==> config.mk <==
export PLATFORM = sky130hd
export DESIGN_NAME = ppu_oam_dma_flat
export DESIGN_NICKNAME = d
export VERILOG_FILES = /design/src/rtl/ppu_oam_dma_if.sv /design/src/rtl/ppu_oam_dma.sv /design/src/flat_wrapper.sv
export SDC_FILE = /design/constraint.sdc
export NUM_CORES = 1
export LEC_CHECK = 0
export CAP_MARGIN = 20
export CORE_MARGIN = 1.5
export CORE_UTILIZATION = 30
export DETAILED_ROUTE_END_ITERATION = 6
export PLACE_DENSITY = 0.53
export REMOVE_ABC_BUFFERS = 1
export SKIP_CTS_REPAIR_TIMING = 1
export SLEW_MARGIN = 10
export SYNTH_ARGS = -nofsm -noshare
export SYNTH_HDL_FRONTEND = slang
export SYNTH_SLANG_ARGS = --single-unit
export TNS_END_PERCENT = 20
==> constraint.sdc <==
create_clock -name clk -period 2.8 [get_ports clk]
set_input_delay 0.56 -clock clk [delete_from_list [all_inputs] [get_ports clk]]
set_output_delay 0.56 -clock clk [all_outputs]
set_load 0.01 [all_outputs]
==> src/rtl/ppu_oam_dma_if.sv <==
// ppu_oam_dma_if: CPU-bus / OAM-side signal bundle for the sprite DMA unit.
//   master : the DMA controller (drives halt, bus read request, OAM write port)
//   slave  : the surrounding system (drives CPU clock enable, $4014 write,
//            OAMADDR value and CPU bus read data)
interface ppu_oam_dma_if;
  logic        cpu_ce;       // one-clk pulse per CPU cycle
  logic        reg_wr;       // $4014 write strobe
  logic [7:0]  reg_data;     // page number written to $4014
  logic [7:0]  oamaddr_in;   // current OAMADDR
  logic [7:0]  cpu_rd_data;  // CPU bus read data for dma_addr
  logic        cpu_halt;     // CPU RDY deassert
  logic [15:0] dma_addr;     // CPU bus read address
  logic        dma_rd;       // CPU bus read request
  logic        oam_dma;      // DMA owns the OAM port
  logic [7:0]  oam_addr;     // OAM write address
  logic [7:0]  oam_data;     // OAM write data
  logic        oam_we;       // OAM write enable
  logic        dma_done;     // transfer-complete pulse

  modport master (
    input  cpu_ce, reg_wr, reg_data, oamaddr_in, cpu_rd_data,
    output cpu_halt, dma_addr, dma_rd, oam_dma, oam_addr, oam_data, oam_we, dma_done
  );

  modport slave (
    output cpu_ce, reg_wr, reg_data, oamaddr_in, cpu_rd_data,
    input  cpu_halt, dma_addr, dma_rd, oam_dma, oam_addr, oam_data, oam_we, dma_done
  );
endinterface

==> src/rtl/ppu_oam_dma.sv <==
// ppu_oam_dma: $4014 sprite DMA controller. A CPU write of page P halts the
// CPU and copies CPU $PP00.. (BYTES bytes) into primary OAM, starting at the
// OAMADDR value captured at the write and wrapping modulo 256.
// Ports:
//   clk, reset : system clock, asynchronous active-high reset
//   bus        : ppu_oam_dma_if.master (CPU enable, $4014 write, OAMADDR,
//                CPU read data in; halt, bus read, OAM write port, done out)
// Every state change is gated by bus.cpu_ce so the unit runs at CPU rate.
module ppu_oam_dma #(
  parameter int BYTES    = 256,
  parameter bit ALIGN_EN = 1'b1
) (
  input  logic          clk,
  input  logic          reset,
  ppu_oam_dma_if.master bus
);

  typedef enum logic [2:0] {
    S_IDLE, S_HALT, S_ALIGN, S_READ, S_WRITE
  } state_e;

  localparam logic [8:0] LAST = 9'(BYTES - 1);

  state_e      state_q, state_d;
  logic        parity_q, parity_d;   // 0 = get cycle, 1 = put cycle
  logic [7:0]  page_q, page_d;
  logic [7:0]  base_q, base_d;       // OAMADDR captured at start
  logic [7:0]  data_q, data_d;
  logic [8:0]  cnt_q, cnt_d;
  logic        done_q, done_d;

  always_ff @(posedge clk or posedge reset) begin
    if (reset) begin
      state_q  <= S_IDLE;
      parity_q <= 1'b0;
      page_q   <= '0;
      base_q   <= '0;
      data_q   <= '0;
      cnt_q    <= '0;
      done_q   <= 1'b0;
    end else begin
      state_q  <= state_d;
      parity_q <= parity_d;
      page_q   <= page_d;
      base_q   <= base_d;
      data_q   <= data_d;
      cnt_q    <= cnt_d;
      done_q   <= done_d;
    end
  end

  always_comb begin
    state_d  = state_q;
    parity_d = parity_q;
    page_d   = page_q;
    base_d   = base_q;
    data_d   = data_q;
    cnt_d    = cnt_q;
    done_d   = 1'b0;               // single-clk pulse regardless of cpu_ce
    if (bus.cpu_ce) begin
      parity_d = ~parity_q;        // free-running, even in IDLE
      case (state_q)
        S_IDLE: begin
          if (bus.reg_wr) begin
            page_d  = bus.reg_data;
            base_d  = bus.oamaddr_in;
            cnt_d   = '0;
            state_d = S_HALT;
          end
        end
        // parity_q==0 now means the following cycle is a put cycle; a read
        // must land on a get cycle, so burn one extra cycle to align.
        S_HALT:  state_d = (ALIGN_EN && !parity_q) ? S_ALIGN : S_READ;
        S_ALIGN: state_d = S_READ;
        S_READ: begin
          data_d  = bus.cpu_rd_data;
          state_d = S_WRITE;
        end
        S_WRITE: begin
          cnt_d = cnt_q + 9'd1;
          if (cnt_q == LAST) begin
            state_d = S_IDLE;
            done_d  = 1'b1;
          end else begin
            state_d = S_READ;
          end
        end
        default: state_d = S_IDLE;
      endcase
    end
  end

  assign bus.cpu_halt = (state_q != S_IDLE);
  assign bus.oam_dma  = (state_q != S_IDLE);
  assign bus.dma_rd   = (state_q == S_READ);
  assign bus.dma_addr = {page_q, cnt_q[7:0]};
  assign bus.oam_addr = base_q + cnt_q[7:0];   // 8-bit wrap
  assign bus.oam_data = data_q;
  assign bus.oam_we   = (state_q == S_WRITE) && bus.cpu_ce;
  assign bus.dma_done = done_q;

endmodule

==> src/flat_wrapper.sv <==
// flat-port wrapper written by rule: the top's interface ports become plain ports
module ppu_oam_dma_flat 
#(
  parameter int BYTES    = 256,
  parameter bit ALIGN_EN = 1'b1
)
  (clk, reset, bus_cpu_ce, bus_reg_wr, bus_reg_data, bus_oamaddr_in, bus_cpu_rd_data, bus_cpu_halt, bus_dma_addr, bus_dma_rd, bus_oam_dma, bus_oam_addr, bus_oam_data, bus_oam_we, bus_dma_done);
  ppu_oam_dma_if bus_i ();
  input  logic clk;
  input  logic reset;
  input wire logic [$bits(bus_i.cpu_ce)-1:0] bus_cpu_ce;
  input wire logic [$bits(bus_i.reg_wr)-1:0] bus_reg_wr;
  input wire logic [$bits(bus_i.reg_data)-1:0] bus_reg_data;
  input wire logic [$bits(bus_i.oamaddr_in)-1:0] bus_oamaddr_in;
  input wire logic [$bits(bus_i.cpu_rd_data)-1:0] bus_cpu_rd_data;
  output wire logic [$bits(bus_i.cpu_halt)-1:0] bus_cpu_halt;
  output wire logic [$bits(bus_i.dma_addr)-1:0] bus_dma_addr;
  output wire logic [$bits(bus_i.dma_rd)-1:0] bus_dma_rd;
  output wire logic [$bits(bus_i.oam_dma)-1:0] bus_oam_dma;
  output wire logic [$bits(bus_i.oam_addr)-1:0] bus_oam_addr;
  output wire logic [$bits(bus_i.oam_data)-1:0] bus_oam_data;
  output wire logic [$bits(bus_i.oam_we)-1:0] bus_oam_we;
  output wire logic [$bits(bus_i.dma_done)-1:0] bus_dma_done;
  assign bus_i.cpu_ce = bus_cpu_ce;
  assign bus_i.reg_wr = bus_reg_wr;
  assign bus_i.reg_data = bus_reg_data;
  assign bus_i.oamaddr_in = bus_oamaddr_in;
  assign bus_i.cpu_rd_data = bus_cpu_rd_data;
  assign bus_cpu_halt = bus_i.cpu_halt;
  assign bus_dma_addr = bus_i.dma_addr;
  assign bus_dma_rd = bus_i.dma_rd;
  assign bus_oam_dma = bus_i.oam_dma;
  assign bus_oam_addr = bus_i.oam_addr;
  assign bus_oam_data = bus_i.oam_data;
  assign bus_oam_we = bus_i.oam_we;
  assign bus_dma_done = bus_i.dma_done;
  ppu_oam_dma #(.BYTES(BYTES), .ALIGN_EN(ALIGN_EN)) u_core (.clk(clk), .reset(reset), .bus(bus_i));
endmodule
==> flow_summary_export.csv, run 1 <==
group,metric,value,unit
floorplanning,initial_core_util,0.314,
floorplanning,die_width,85.0,um
drt,post_drt_via_cell_ratio,4.59,
flow_run,maxCapViolCount,0,
power,power_density,960,nW/um2
final_layout,area.sequential,951,um2
final_layout,synthToLayoutAreaGrowth,42.1,%
floorplanning,core_area,6420,um2
place,io_buffers,64,
place,dp_hpwl,3.15,mm
drt,first_pass_iters,6,
final_layout,layout_common_cells,"59 x clkdlybuf4s50_1, 50 x nand2_1, 38 x dfrtp_1",
setup_path,path_class,"reg -> out",
final_layout,drive_gt1_frac,0.153,
final_layout,num-fill-cells,631,
yosys,yosysWarnings,0,
status,run_status,"finished with violations",
setup_path,critPathLaunch,"u_core.cnt_q[0]",
sta,setup_violations,0,
setup_path,crit_end,"bus_oam_addr[6]",
cts,cts_tree,"done",
status,violations,"DRC",
hold_path,min_from,"u_core.parity_q",
yosys,ys_types,36,
setup_path,setup.worst_path.start_class,"register",
drt,drtIter0Drc,70,
power,p_leak,1.37,nW
sta,postLayoutSetupSlackWorst,0.115,ns
yosys,yosysSeqAreaShare,0.471,
sta,tightestPinTransition,0.497,ns
cts,insertion_delay,0.29,ns
yosys,synth.avg_cell_area,10.0,um2
power,comb_power_share,0.482,
yosys,syn_area,2020,um2
sta,timing.fmax,372,MHz
drt,ant_nets,0,
global_routing,grt_start_max_net_pins,39,
global_routing,antenna_found_initial,0,
cts,cts_sinks,38,
floorplanning,dieArea,7230,um2
sta,finalClockSkew,0.00637,ns
cts,cts_buffers,5,
drt,dr_total_vias,1585,
global_routing,overflow,0,
setup_path,r2r-start,"u_core.cnt_q[4]",
drt,routedWlPerCell,13.1,um
final_layout,final_common_cell,"clkdlybuf4s50_1",
floorplanning,io_pins,65,
drt,wl,4.51,mm
sta,whs,0.475,ns
setup_path,required,2.24,ns
power,power.switching,0.000957,W
setup_path,rrSetupSlack,1.12,ns
power,seqPwrFrac,0.345,
yosys,ys.flop_type,"dfrtp_1",
final_layout,fin_nets,305,
floorplanning,die_y,85.0,um
setup_path,worstPathMaxFanout,2,
sta,rsz0062_at_grt,"false",
cts,htreeDepth,2,
sta,relSlewSlack,0.669,
power,internal_power,0.00180,W
sta,slew_viol_final,0,
sta,period_needed,2.69,ns
yosys,netlist_instances,201,
sta,period_share,0.959,
cts,clk_pin_slew,0.08,ns
yosys,synth_seq_cells,38,
place,dp_slack,0.00870,ns
floorplanning,rows,29,
power,pwr-share-clk,0.173,
global_routing,grt_pass1_vias,1621,
final_layout,diodes,0,
place,gp_congestion,0.763,
setup_path,worst_setup_path_end_kind,"output pin",
sta,hold_violations,0,
power,max-vdd-ir-drop,410,uV
cts,root_buffer,"clkbuf_8",
drt,drc,3,
cts,clk_path_buf_depth,2,
yosys,synth-async-reset-ratio,1.00,
setup_path,r2r-end,"u_core.state_q[0]",
hold_path,min-delay-path-class,"reg -> reg",
setup_path,worst-r2r-cell-count,6,
setup_path,arrival,2.13,ns
power,switching_share,0.348,
global_routing,grt_usage,0.135,
yosys,synth_edf_count,0,
final_layout,multiInputGateArea,945,um2
global_routing,grt_pass1_wl,7.65,mm
## metrics by stage
| step | total power (W) | std cells | util | TNS [ns] | instance area (um2) |
|---|---|---|---|---|---|
| 6_report | 0.00275 | 345 | 0.447 | 0 | 2870 |
| 5_1_grt | 0.00296 | 345 | 0.447 | 0 | 2870 |
| 4_1_cts | 0.00279 | 345 | 0.441 | -0.753 | 2830 |
| 3_5_place_dp | 0.00230 | 337 | 0.424 | 0 | 2720 |
| 3_3_place_gp | 0.00229 | 337 | 0.424 | 0 | 2720 |
| 2_1_floorplan | 0.00161 | 185 | - | 0 | 1900 |
## kinds of logic after synthesis
family | synth area share
simple gates | 0.209
flops | 0.471
buf+inv | 0.0750
compound gates | 0.0769
xor+xnor | 0.0521
fa+ha+maj | 0.0657
mux | 0.0502
## power by group through the flow
stage / clock, W / combinational [W] / sequential (W)
floorplan: 0 / 0.000605 / 0.00100
global placement: 0 / 0.00134 / 0.000954
detailed placement: 0 / 0.00134 / 0.000960
CTS: 0.000490 / 0.00135 / 0.000950
global route: 0.000519 / 0.00146 / 0.000982
finish: 0.000476 / 0.00133 / 0.000949
## state kept, by name, indices dropped and copies added (netlist names)
| register | count |
|---|---|
| u_core.bus.dma_done | 1 |
| u_core.cnt_q | 9 |
| u_core.page_q | 8 |
| u_core.base_q | 8 |
| u_core.parity_q | 1 |
| u_core.bus.oam_data | 8 |
| u_core.state_q | 3 |
## worst max-delay path, cell delays in order, from the launching register on
cell and delay (ns):
dfrtp_1 0.38, ha_1 0.23, inv_1 0.08, fa_2 0.23, nor2b_4 0.05, o31a_1 0.25, or4_1 0.40, nand3_1 0.10
clkbuf_2 0.13
## cell type report
cell class,count,area share
Clock buffer,5,0.0240
Sequential cell,38,0.332
Tap cell,77,0.0336
Multi-Input combinational cell,138,0.329
Clock inverter,3,0.0157
Inverter,9,0.0118
Timing Repair Buffer,75,0.254
## cells in the mapped netlist, types with 2 or more instances
cell type,instances,area [um2]
xnor2_1,3,26.3
a21oi_1,5,25.0
nand3_2,2,20.0
nand2_1,50,188
nand4_1,2,12.5
o31ai_1,3,22.5
xor2_1,9,78.8
nand2b_1,3,18.8
dfrtp_1,38,951
and4_1,2,17.5
o21ai_0,7,35.0
nor2_1,7,26.3
nor2b_4,2,27.5
o31a_1,2,17.5
and3_1,3,18.8
mux2_2,9,101
and2_1,2,12.5
ha_1,9,113
nand3_1,6,30.0
inv_1,8,30.0
o211ai_1,2,15.0
buf_4,13,97.6
## metal layers
metal	wire (um)	vias up	share of wire	GRT usage
met5	0	-	0	0
li1	-	798	-	-
met3	248	5	0.055	0.0370
met2	2030	42	0.45	0.217
met1	2190	740	0.49	0.177
met4	44	0	0.0098	0.0447
## how the worst min path moves through the flow
stage / endpoint / depth (start not counted)
after global routing: u_core.parity_q / 1
after detailed placement: u_core.parity_q / 1
final: u_core.parity_q / 1
after floorplan: u_core.parity_q / 1
after CTS: u_core.parity_q / 1
after global placement: u_core.page_q[3] / 2
Power figures use the tool's default switching activity.
==> run 2: changes to the inputs <==
- CORE_MARGIN: 1.5 -> 3
==> run 2 against run 1 <==
  * Register-to-register slack about the same
  * Largest power group unchanged
  * First-iteration DRC count decreased by 4.3%
  * Clock power decreased by 17%
  * Sequential share of layout area up 0.35 points
  * The flow finishes with violations (setup timing)
  * Sequential power about the same
  * Flip-flop and latch count unchanged
  * Critical path depth is 2 lower
  * Worst setup slack lost 0.30 ns
  * Die area increased by 7.2%
  * Clock skew up 0.0018 ns
  * Routed wire length about the same
==> flow_summary_export.csv, run 2 (synthesis gave the netlist of run 1 again) <==
group,metric,value,unit
cts,clk_pin_slew,0.08,ns
final_layout,drive_gt1_frac,0.141,
cts,root_buffer,"clkbuf_8",
final_layout,final_common_cell,"clkdlybuf4s50_1",
power,switching_share,0.351,
power,power,0.00268,W
final_layout,fin_nets,306,
sta,hold_violations,0,
final_layout,fin_cells,346,
drt,wl,4.52,mm
drt,ant_nets,0,
power,seqPwrFrac,0.354,
final_layout,layout_common_cells,"61 x clkdlybuf4s50_1, 50 x nand2_1, 38 x dfrtp_1",
sta,tightestPinTransition,0.492,ns
setup_path,crit_slowest_cell,"clkdlybuf4s50_1",
power,comb_power_share,0.499,
setup_path,slowest_delay,0.55,ns
drt,post_drt_via_cell_ratio,4.61,
place,dp.cells,338,
setup_path,path_buf_inv,1,
sta,postLayoutSetupSlackWorst,-0.184,ns
floorplanning,die_y,88.0,um
global_routing,grt_usage,0.129,
status,run_status,"finished with violations",
global_routing,grt_pass1_wl,7.86,mm
power,pwr-share-clk,0.147,
sta,finalClockSkew,0.00822,ns
cts,clk_path_buf_depth,2,
place,dp_slack,0.0305,ns
sta,whs,0.472,ns
setup_path,setup.worst_path.start_class,"register",
floorplanning,die_width,88.0,um
setup_path,worstPathMaxFanout,5,
final_layout,regMostFlops,"u_core.cnt_q",
floorplanning,core_area,6420,um2
floorplanning,io_pins,65,
power,max-vdd-ir-drop,345,uV
floorplanning,dieArea,7750,um2
power,power.switching,0.000938,W
cts,cts_buffers,5,
place,io_buffers,64,
drt,drtIter0Drc,67,
sta,period_needed,2.98,ns
place,dp_hpwl,3.29,mm
sta,timing.fmax,335,MHz
setup_path,required,2.24,ns
place,place_area,2730,um2
drt,dr_total_vias,1594,
cts,htreeDepth,2,
final_layout,synthToLayoutAreaGrowth,40.6,%
drt,first_pass_iters,4,
power,internal_power,0.00174,W
global_routing,grt_start_max_net_pins,39,
sta,slew_viol_final,0,
place,gp_congestion,0.786,
setup_path,critPathLaunch,"u_core.cnt_q[1]",
setup_path,cp_cell_sequence,"ha_1 > a211oi_2 > o21ai_1 > o31ai_1 > xnor2_1 > clkdlybuf4s50_1",
setup_path,r2r-start,"u_core.cnt_q[0]",
hold_path,min_from,"u_core.parity_q",
setup_path,path_class,"reg -> out",
hold_path,min-delay-path-class,"reg -> reg",
cts,insertion_delay,0.28,ns
cts,cts_sinks,38,
global_routing,overflow,0,
flow_run,maxCapViolCount,0,
status,violations,"setup timing",
setup_path,arrival,2.42,ns
final_layout,fin_area,2840,um2
sta,rsz0062_at_grt,"true",
global_routing,antenna_found_initial,0,
final_layout,diodes,0,
sta,relSlewSlack,0.672,
setup_path,path_delay_family,"compound AO/OA/AOI/OAI gates",
drt,routedWlPerCell,13.0,um
power,power_density,943,nW/um2
floorplanning,rows,29,
setup_path,worst_setup_path_end_kind,"output pin",
cts,cts_tree,"done",
final_layout,largest_register_ffs,9,
sta,period_share,1.07,
global_routing,grt_pass1_vias,1646,
floorplanning,initial_core_util,0.314,
power,p_leak,1.36,nW
drt,drc,0,
sta,setup_violations,1,
-- run 2: changes by cell type in the layout (fill, tap and decap cells not counted), sizes merged --
cell / before / now
clkinvlp: 2 / 1
clkinv: 0 / 1
clkdlybuf4s50: 59 / 61
bufinv: 1 / 0
buf: 11 / 12
dlymetal6s2s: 4 / 3
-- run 2: stage by stage --
| stage | setup TNS [ns] | utilization |
|---|---|---|
| global placement | 0 | 0.425 |
| finish | -0.184 | 0.442 |
| CTS | -0.726 | 0.440 |
| floorplan | 0 | - |
| global route | -0.306 | 0.442 |
| detailed placement | 0 | 0.425 |
-- run 2: layer usage --
layer  share of wire  track usage  routed length [um]  vias to the layer above
met2            0.48        0.212                2150                       34
met4          0.0051       0.0330                  23                        0
met5               0            0                   0                        -
met1            0.46        0.167                2090                      763
li1                -            -                   -                      795
met3           0.057       0.0386                 257                        2
-- run 2: final cells by class --
cell class	count	area [um2]
fill	638	3580
sequential	38	951
multi-input combinational	138	923
timing repair buffer	76	738
tap	77	96.3
clock buffer	6	82.6
inverter	9	33.8
clock inverter	2	12.5
-- run 2: power by group through the flow --
stage                     combinational (W)  sequential (W)  clock, W
after CTS                           0.00136        0.000952  0.000411
after global placement              0.00134        0.000956         0
after detailed placement            0.00135        0.000960         0
final                               0.00133        0.000948  0.000394
after floorplan                    0.000605         0.00100         0
after global routing                0.00148        0.000993  0.000439
-- run 2: final timing paths --
kind	to	slack, ns	cells after the start
setup / recovery	bus_oam_addr[7]	-0.18	6
min in group asynchronous	u_core.page_q[4]	0.69	3
hold reg to reg	u_core.parity_q	0.47	1
hold / removal	u_core.parity_q	0.47	1
max in group asynchronous	u_core.state_q[1]	1.76	3
setup reg to reg	u_core.state_q[0]	1.12	6
